`config.mk`:
```
export PLATFORM = sky130hd
export DESIGN_NAME = axis_burst_framer
export DESIGN_NICKNAME = d
export VERILOG_FILES = /design/src/rtl/logicap_pkg.sv /design/src/rtl/axis_skid.sv /design/src/rtl/axis_burst_framer.sv
export SDC_FILE = /design/constraint.sdc
export NUM_CORES = 1
export LEC_CHECK = 0
export ABC_AREA = 1
export BUFFER_PORTS_ARGS = -buffer_cell sky130_fd_sc_hd__buf_2
export CAP_MARGIN = 20
export CORE_ASPECT_RATIO = 1.75
export CORE_MARGIN = 2
export CORE_UTILIZATION = 54
export CTS_CLUSTER_DIAMETER = 60
export CTS_CLUSTER_SIZE = 16
export DETAILED_ROUTE_END_ITERATION = 6
export HOLD_SLACK_MARGIN = 0.05
export PLACE_DENSITY = 0.81
export SETUP_SLACK_MARGIN = 0.15
export SLEW_MARGIN = 20
export SYNTH_ARGS = -nofsm -noshare
export SYNTH_HDL_FRONTEND = slang
export SYNTH_SLANG_ARGS = --single-unit
```
`constraint.sdc`:
```
create_clock -name clk -period 9.5 [get_ports clk]
set_clock_uncertainty 0.2 [all_clocks]
set_input_delay 0 -clock clk [delete_from_list [all_inputs] [get_ports clk]]
set_output_delay 0 -clock clk [all_outputs]
set_load 0.02 [all_outputs]
```
`src/rtl/logicap_pkg.sv`:
```
// Shared types and constants for the capture datapath blocks.
package logicap_pkg;

  typedef enum logic [1:0] {
    ST_IDLE,
    ST_STREAM,
    ST_PAD,
    ST_FINISH
  } framer_state_t;

  localparam int BURST_LEN_DEF = 16;
  localparam int BCNT_W_DEF    = $clog2(BURST_LEN_DEF);

  // Width of a counter that indexes beats inside one burst.
  function automatic int bcnt_width(input int burst_len);
    return (burst_len < 2) ? 1 : $clog2(burst_len);
  endfunction

endpackage

```
`src/rtl/axis_skid.sv`:
```
// Two-entry AXI-Stream skid register: registered s_ready and m_valid,
// one cycle of latency, full throughput while m_ready stays high.
module axis_skid #(
  parameter int DATA_W = 33
) (
  input  logic              clk,
  input  logic              resetn,
  input  logic [DATA_W-1:0] s_data,
  input  logic              s_valid,
  output logic              s_ready,
  output logic [DATA_W-1:0] m_data,
  output logic              m_valid,
  input  logic              m_ready
);

  logic [DATA_W-1:0] skid_data_p0;
  logic              vld_p0;
  logic [DATA_W-1:0] out_data_p1;
  logic              vld_p1;

  // The skid slot only fills while the output is stalled, so an empty
  // slot is the whole ready condition.
  assign s_ready = ~vld_p0;
  assign m_data  = out_data_p1;
  assign m_valid = vld_p1;

  // Stage p0 -> p1: refill the output from the skid slot first, then from
  // the input; park the input in the skid slot when the output is stalled.
  always_ff @(posedge clk or negedge resetn) begin
    if (!resetn) begin
      skid_data_p0 <= '0;
      vld_p0       <= 1'b0;
      out_data_p1  <= '0;
      vld_p1       <= 1'b0;
    end else if (!vld_p1 || m_ready) begin
      if (vld_p0) begin
        out_data_p1 <= skid_data_p0;
        vld_p1      <= 1'b1;
        vld_p0      <= 1'b0;
      end else if (s_valid) begin
        out_data_p1 <= s_data;
        vld_p1      <= 1'b1;
      end else begin
        vld_p1      <= 1'b0;
      end
    end else if (s_valid && !vld_p0) begin
      skid_data_p0 <= s_data;
      vld_p0       <= 1'b1;
    end
  end

endmodule

```
`src/rtl/axis_burst_framer.sv`:
```
// Regroups one capture of samples into fixed-length DMA bursts, padding
// the open burst on abort, and reports progress/completion.
module axis_burst_framer
  import logicap_pkg::*;
#(
  parameter int dataw     = 32,
  parameter int saddr_w   = 24,
  parameter int burst_len = 16
) (
  input  logic               clk,
  input  logic               resetn,
  input  logic               start,
  input  logic [saddr_w-1:0] total_count,
  input  logic               abort,
  input  logic [dataw-1:0]   pad_word,
  input  logic [dataw-1:0]   slave_tdata,
  input  logic               slave_tvalid,
  output logic               slave_tready,
  output logic [dataw-1:0]   master_tdata,
  output logic               master_tvalid,
  output logic               master_tlast,
  input  logic               master_tready,
  output logic               busy,
  output logic               done,
  output logic               aborted,
  output logic [saddr_w-1:0] beats_sent
);

  localparam int              BCNT_W   = bcnt_width(burst_len);
  localparam logic [BCNT_W-1:0] BCNT_MAX = BCNT_W'(burst_len - 1);

  framer_state_t      state, state_nxt;
  logic [saddr_w-1:0] total_q, acc_cnt, acc_nxt, beats_sent_q, beats_sent_nxt;
  logic [BCNT_W-1:0]  bcnt, in_pos;
  logic               abort_pend, pad_last_in, aborted_q;
  logic               slave_hs, master_hs, abort_take;
  logic               sk_in_valid, sk_ready, sk_push, sk_empty, in_last;
  logic [dataw:0]     sk_in_data, sk_out_data;

  // Built only from registers, so it never follows master_tready.
  assign slave_tready = (state == ST_STREAM) && !abort_pend && sk_ready &&
                        (acc_cnt < total_q);
  assign slave_hs     = slave_tvalid && slave_tready;
  assign master_hs    = master_tvalid && master_tready;
  assign acc_nxt      = acc_cnt + saddr_w'(slave_hs);
  assign sk_push      = sk_in_valid && sk_ready;
  assign sk_empty     = sk_ready && !master_tvalid;

  // An abort that lands with the final sample is just a normal finish.
  assign abort_take = abort && (state == ST_STREAM) && !abort_pend &&
                      (acc_nxt != total_q);

  assign beats_sent_nxt = (master_hs && state == ST_STREAM && beats_sent_q != total_q)
                          ? beats_sent_q + 1'b1 : beats_sent_q;

  assign busy         = (state == ST_STREAM) || (state == ST_PAD);
  assign done         = (state == ST_FINISH);
  assign aborted      = aborted_q;
  assign beats_sent   = beats_sent_q;
  assign master_tdata = sk_out_data[dataw-1:0];
  assign master_tlast = sk_out_data[dataw];

  // Select what feeds the skid: live samples while streaming, pad beats
  // afterwards. tlast is decided here from the input-side burst position.
  always_comb begin
    sk_in_valid = 1'b0;
    in_last     = 1'b0;
    sk_in_data  = '0;
    if (state == ST_PAD) begin
      sk_in_valid = !pad_last_in;
      in_last     = (in_pos == BCNT_MAX);
      sk_in_data  = {in_last, pad_word};
    end else begin
      sk_in_valid = slave_hs;
      in_last     = (in_pos == BCNT_MAX) || (acc_cnt == total_q - 1'b1);
      sk_in_data  = {in_last, slave_tdata};
    end
  end

  axis_skid #(
    .DATA_W (dataw + 1)
  ) u_skid (
    .clk     (clk),
    .resetn  (resetn),
    .s_data  (sk_in_data),
    .s_valid (sk_in_valid),
    .s_ready (sk_ready),
    .m_data  (sk_out_data),
    .m_valid (master_tvalid),
    .m_ready (master_tready)
  );

  // Next-state logic. A zero-length capture spends one cycle in STREAM,
  // which is what makes its done pulse land two cycles after start.
  always_comb begin
    state_nxt = state;
    case (state)
      ST_IDLE:   if (start) state_nxt = ST_STREAM;
      ST_STREAM: begin
        if (beats_sent_nxt == total_q)     state_nxt = ST_FINISH;
        else if (abort_pend && sk_empty)   state_nxt = (bcnt == '0) ? ST_FINISH : ST_PAD;
      end
      ST_PAD:    if (master_hs && master_tlast) state_nxt = ST_FINISH;
      ST_FINISH: state_nxt = ST_IDLE;
      default:   state_nxt = ST_IDLE;
    endcase
  end

  // State register.
  always_ff @(posedge clk or negedge resetn) begin
    if (!resetn) state <= ST_IDLE;
    else         state <= state_nxt;
  end

  // Transfer counters and abort/pad bookkeeping, cleared by an accepted start.
  always_ff @(posedge clk or negedge resetn) begin
    if (!resetn) begin
      total_q      <= '0;
      acc_cnt      <= '0;
      beats_sent_q <= '0;
      bcnt         <= '0;
      in_pos       <= '0;
      abort_pend   <= 1'b0;
      pad_last_in  <= 1'b0;
      aborted_q    <= 1'b0;
    end else if (state == ST_IDLE && start) begin
      total_q      <= total_count;
      acc_cnt      <= '0;
      beats_sent_q <= '0;
      bcnt         <= '0;
      in_pos       <= '0;
      abort_pend   <= 1'b0;
      pad_last_in  <= 1'b0;
      aborted_q    <= 1'b0;
    end else begin
      acc_cnt      <= acc_nxt;
      beats_sent_q <= beats_sent_nxt;
      if (master_hs) bcnt <= master_tlast ? '0 : bcnt + 1'b1;
      if (sk_push)   in_pos <= in_last ? '0 : in_pos + 1'b1;
      if (abort_take) begin
        abort_pend <= 1'b1;
        aborted_q  <= 1'b1;
      end
      if (state == ST_PAD && sk_push && in_last) pad_last_in <= 1'b1;
    end
  end

endmodule

```
==> results.cfg <==
[timing]
hold_ws_ns = 0.1197
final.period_utilization_pct = 48.10
period_needed_ns = 4.570
final_max_slew_viol_count = 0
rsz0062_at_grt = no
max_freq_ghz = 0.2188
hold_violations = 0
tns_ns = 0
worst_slew_pin_slew_ns = 0.9733
setup_ws_ns = 4.930
relSlewSlack_pct = 34.72
setup_viol = 0

[yosys]
ys_warn_count = 0
synth-seq-cells = 152
synth_fp_nets = 1577
synth_top_flop_cell = dfrtp_1
async_flop_share_pct = 100.0
syn_area_um2 = 10090
synth-simple-area-share_pct = 33.54
synth_top_family_by_area = simple AND/OR/NAND/NOR gates
avgSynthCellArea_um2 = 6.971
synth_xor_area_share_pct = 7.641
synth_fa_ha_area_share_pct = 4.465
synth_mux_area_share_pct = 0
synth_edf_count = 0
netlist_instances = 1447
synth_cell_types = 40
synth-seq-area-share_pct = 37.71
synth-compound-area-share_pct = 9.129

[power]
p_sw_uw = 1553
switching_share_pct = 45.02
powerDensity_nw_per_um2 = 273.4
p_seq_share_pct = 30.0
internal-power_uw = 1897
peakVddDrop_v = 0.0002106
combinationalPowerShare_pct = 49.2
clkPwrFrac_pct = 20.7
leakage_uw = 0.006533

[global_routing]
busiest_layer = met2
antenna_found_initial = 0
first_global_vias = 10890
use_met2_pct = 58.99
grt_first_pass_wirelength_mm = 50.63
grt_overflow_total = 0
use_met1_pct = 34.07
grt.total_usage_pct = 32.55
grt_max_degree = 88
grt_util_met3_pct = 5.384

[layout]
antenna_cells = 0
synthToLayoutAreaGrowth_pct = 25.11
layout-drive-gt1-share_pct = 14.09
mostFrequentLayoutCell = nand2_1
fillers = 1490
layout.nets = 1806
mostFrequentLayoutCells = 475 x nand2_1, 196 x nor2_1, 154 x buf_2

[floorplanning]
initial_core_util_pct = 54.78
pin_count = 156
dieWidth_um = 107.3
rows = 66
core_area_um2 = 18420
die_h_um = 184.8
dieArea_um2 = 19830

[drt]
drt_iter0_drc = 566
vias = 10470
wirelength_mm = 30.77
drt_pre_antenna_iters = 6
drc = 0
drtAntennaViolNets = 0
detail_route.wl_per_cell_um = 15.97
avgViaCountPerCell = 5.433

[clock_tree]
clk_latency_ns = 0.43
cts_buffers = 17
post_cts.repair.setup_buffers = 0
htree_levels = 4
clk_pin_slew_ns = 0.06
clockBufferDepth = 2
tritoncts = built
cts_sinks = 152
cts-root-buf = clkbuf_16

[placement]
pre_cts_ws_ns = 4.916
gp_congestion = 1.009
portBuffers = 155
hpwlAfterDp_mm = 20.84

[hold_path]
holdCritPathClass = input port to flip-flop

[setup_path]
critPathRequiredTime_ns = 9.61
cp.arrival_ns = 4.68
endpoint_kind = flip-flop
critical_path_class = flip-flop to flip-flop
startpoint_type = flip-flop
cp_max_fo = 4

[run]
drv_cap = 0

[outcome]
status = finished clean
[cells in the mapped netlist, types with 3 or more instances]
cell | count | area, µm²
o31ai_1 | 32 | 240.2
nand2_2 | 4 | 25.02
o21a_1 | 3 | 22.52
a211oi_1 | 3 | 22.52
nand2_4 | 4 | 45.04
inv_1 | 128 | 480.5
buf_2 | 3 | 15.01
o21ai_0 | 81 | 405.4
nand2_1 | 476 | 1787
nor4_1 | 6 | 37.54
clkbuf_1 | 36 | 135.1
nor2_2 | 6 | 37.54
nand3_2 | 4 | 40.04
or2_2 | 3 | 18.77
dfrtp_1 | 152 | 3804
buf_1 | 6 | 22.52
ha_1 | 36 | 450.4
nand4_1 | 33 | 206.5
nand3_1 | 61 | 305.3
xor2_1 | 72 | 630.6
nor2_1 | 197 | 739.5
a21oi_1 | 30 | 150.1
nor3_1 | 16 | 80.08
inv_2 | 19 | 71.32
xnor2_1 | 16 | 140.1
[state kept, by name, indices dropped and copies added, names as in the netlist]
register,flops
aborted,1
u_skid.m_data,33
u_skid.m_valid,1
pad_last_in,1
state,2
in_pos,4
u_skid.skid_data_p0,33
u_skid.vld_p0,1
total_q,24
beats_sent,24
acc_cnt,24
bcnt,4
[metrics by stage]
step / instances / cell area, µm² / util, % / total power, µW
after floorplan: 1447 / 10090 / - / 2156
after global placement: 1798 / 11010 / 59.81 / 2556
after detailed placement: 1798 / 11020 / 59.84 / 2598
after CTS: 1926 / 12610 / 68.47 / 3427
after global routing: 1927 / 12620 / 68.53 / 3726
final: 1927 / 12620 / 68.53 / 3450
[power groups by stage]
stage	sequential (µW)	clock [µW]	combinational, µW
2_1_floorplan	1080	0	1080
3_3_place_gp	1030	0	1520
3_5_place_dp	1040	0	1560
4_1_cts	1030	721	1680
5_1_grt	1060	744	1920
6_report	1040	715	1700
[final timing paths]
path / slack [ns] / from / endpoint / cells after the start
max in group asynchronous: 7.66 / resetn / u_skid.m_data[11]$_DFFE_PN0P_ / 4
worst max-delay path: 4.93 / total_q[21]$_DFFE_PN0P_ / aborted$_DFFE_PN0P_ / 25
worst min register to register: 0.28 / u_skid.m_data[26]$_DFFE_PN0P_ / u_skid.m_data[26]$_DFFE_PN0P_ / 2
worst max register to register: 4.93 / total_q[21]$_DFFE_PN0P_ / aborted$_DFFE_PN0P_ / 25
worst min-delay path: 0.12 / total_count[7] / total_q[7]$_DFFE_PN0P_ / 4
min in group asynchronous: 0.31 / resetn / u_skid.skid_data_p0[0]$_DFFE_PN0P_ / 3
[critical path: stages, from the launching register on]
cell and delay, ns:
dfrtp_1 0.41, inv_1 0.12, ha_1 0.32, a21oi_1 0.13, nor2_1 0.05, a211oi_1 0.22
o21ai_0 0.23, a21oi_1 0.24, nand4_1 0.14, inv_1 0.09, ha_1 0.16, ha_1 0.18
nand2_1 0.08, nor2_1 0.17, nand4_1 0.19, nor2_1 0.24, inv_1 0.12, nor4_1 0.34
nand2_1 0.17, xor2_1 0.17, nor2_1 0.10, nand3b_1 0.08, nor2_1 0.11, nand2_1 0.06
nand3_1 0.06, nand2_1 0.07
[area by class of cell]
cell class / count / area (µm²) / share of cell area [%]
Clock buffer: 25 / 495.5 / 3.926
Multi-Input combinational cell: 1099 / 5535 / 43.86
Tap cell: 238 / 297.8 / 2.360
Timing Repair Buffer: 258 / 1817 / 14.40
Inverter: 148 / 555.5 / 4.402
Sequential cell: 152 / 3804 / 30.14
Clock inverter: 7 / 115.1 / 0.9122
[layer usage]
| metal | wire length [µm] | part of all wire (%) |
|---|---|---|
| met5 | 0 | 0 |
| met4 | 1905 | 6.2 |
| met3 | 1647 | 5.4 |
| met2 | 16110 | 52 |
| met1 | 11110 | 36 |
[cell families (layout without fill, tap and decap cells)]
family / count (synthesis) / after routing
AOI/OAI and AO/OA: 159 / 159
xor gates and xnor gates: 88 / 88
adders and majority gates: 36 / 36
buffers and inverters: 196 / 438
DFF: 152 / 152
and+or+nand+nor: 816 / 816
[repair_timing]
item,4_1_cts,5_1_grt
hold buffers,96,0
gates resized for setup,0,0
hold endpoints to repair,186,0
Power figures use the tool's default switching activity.
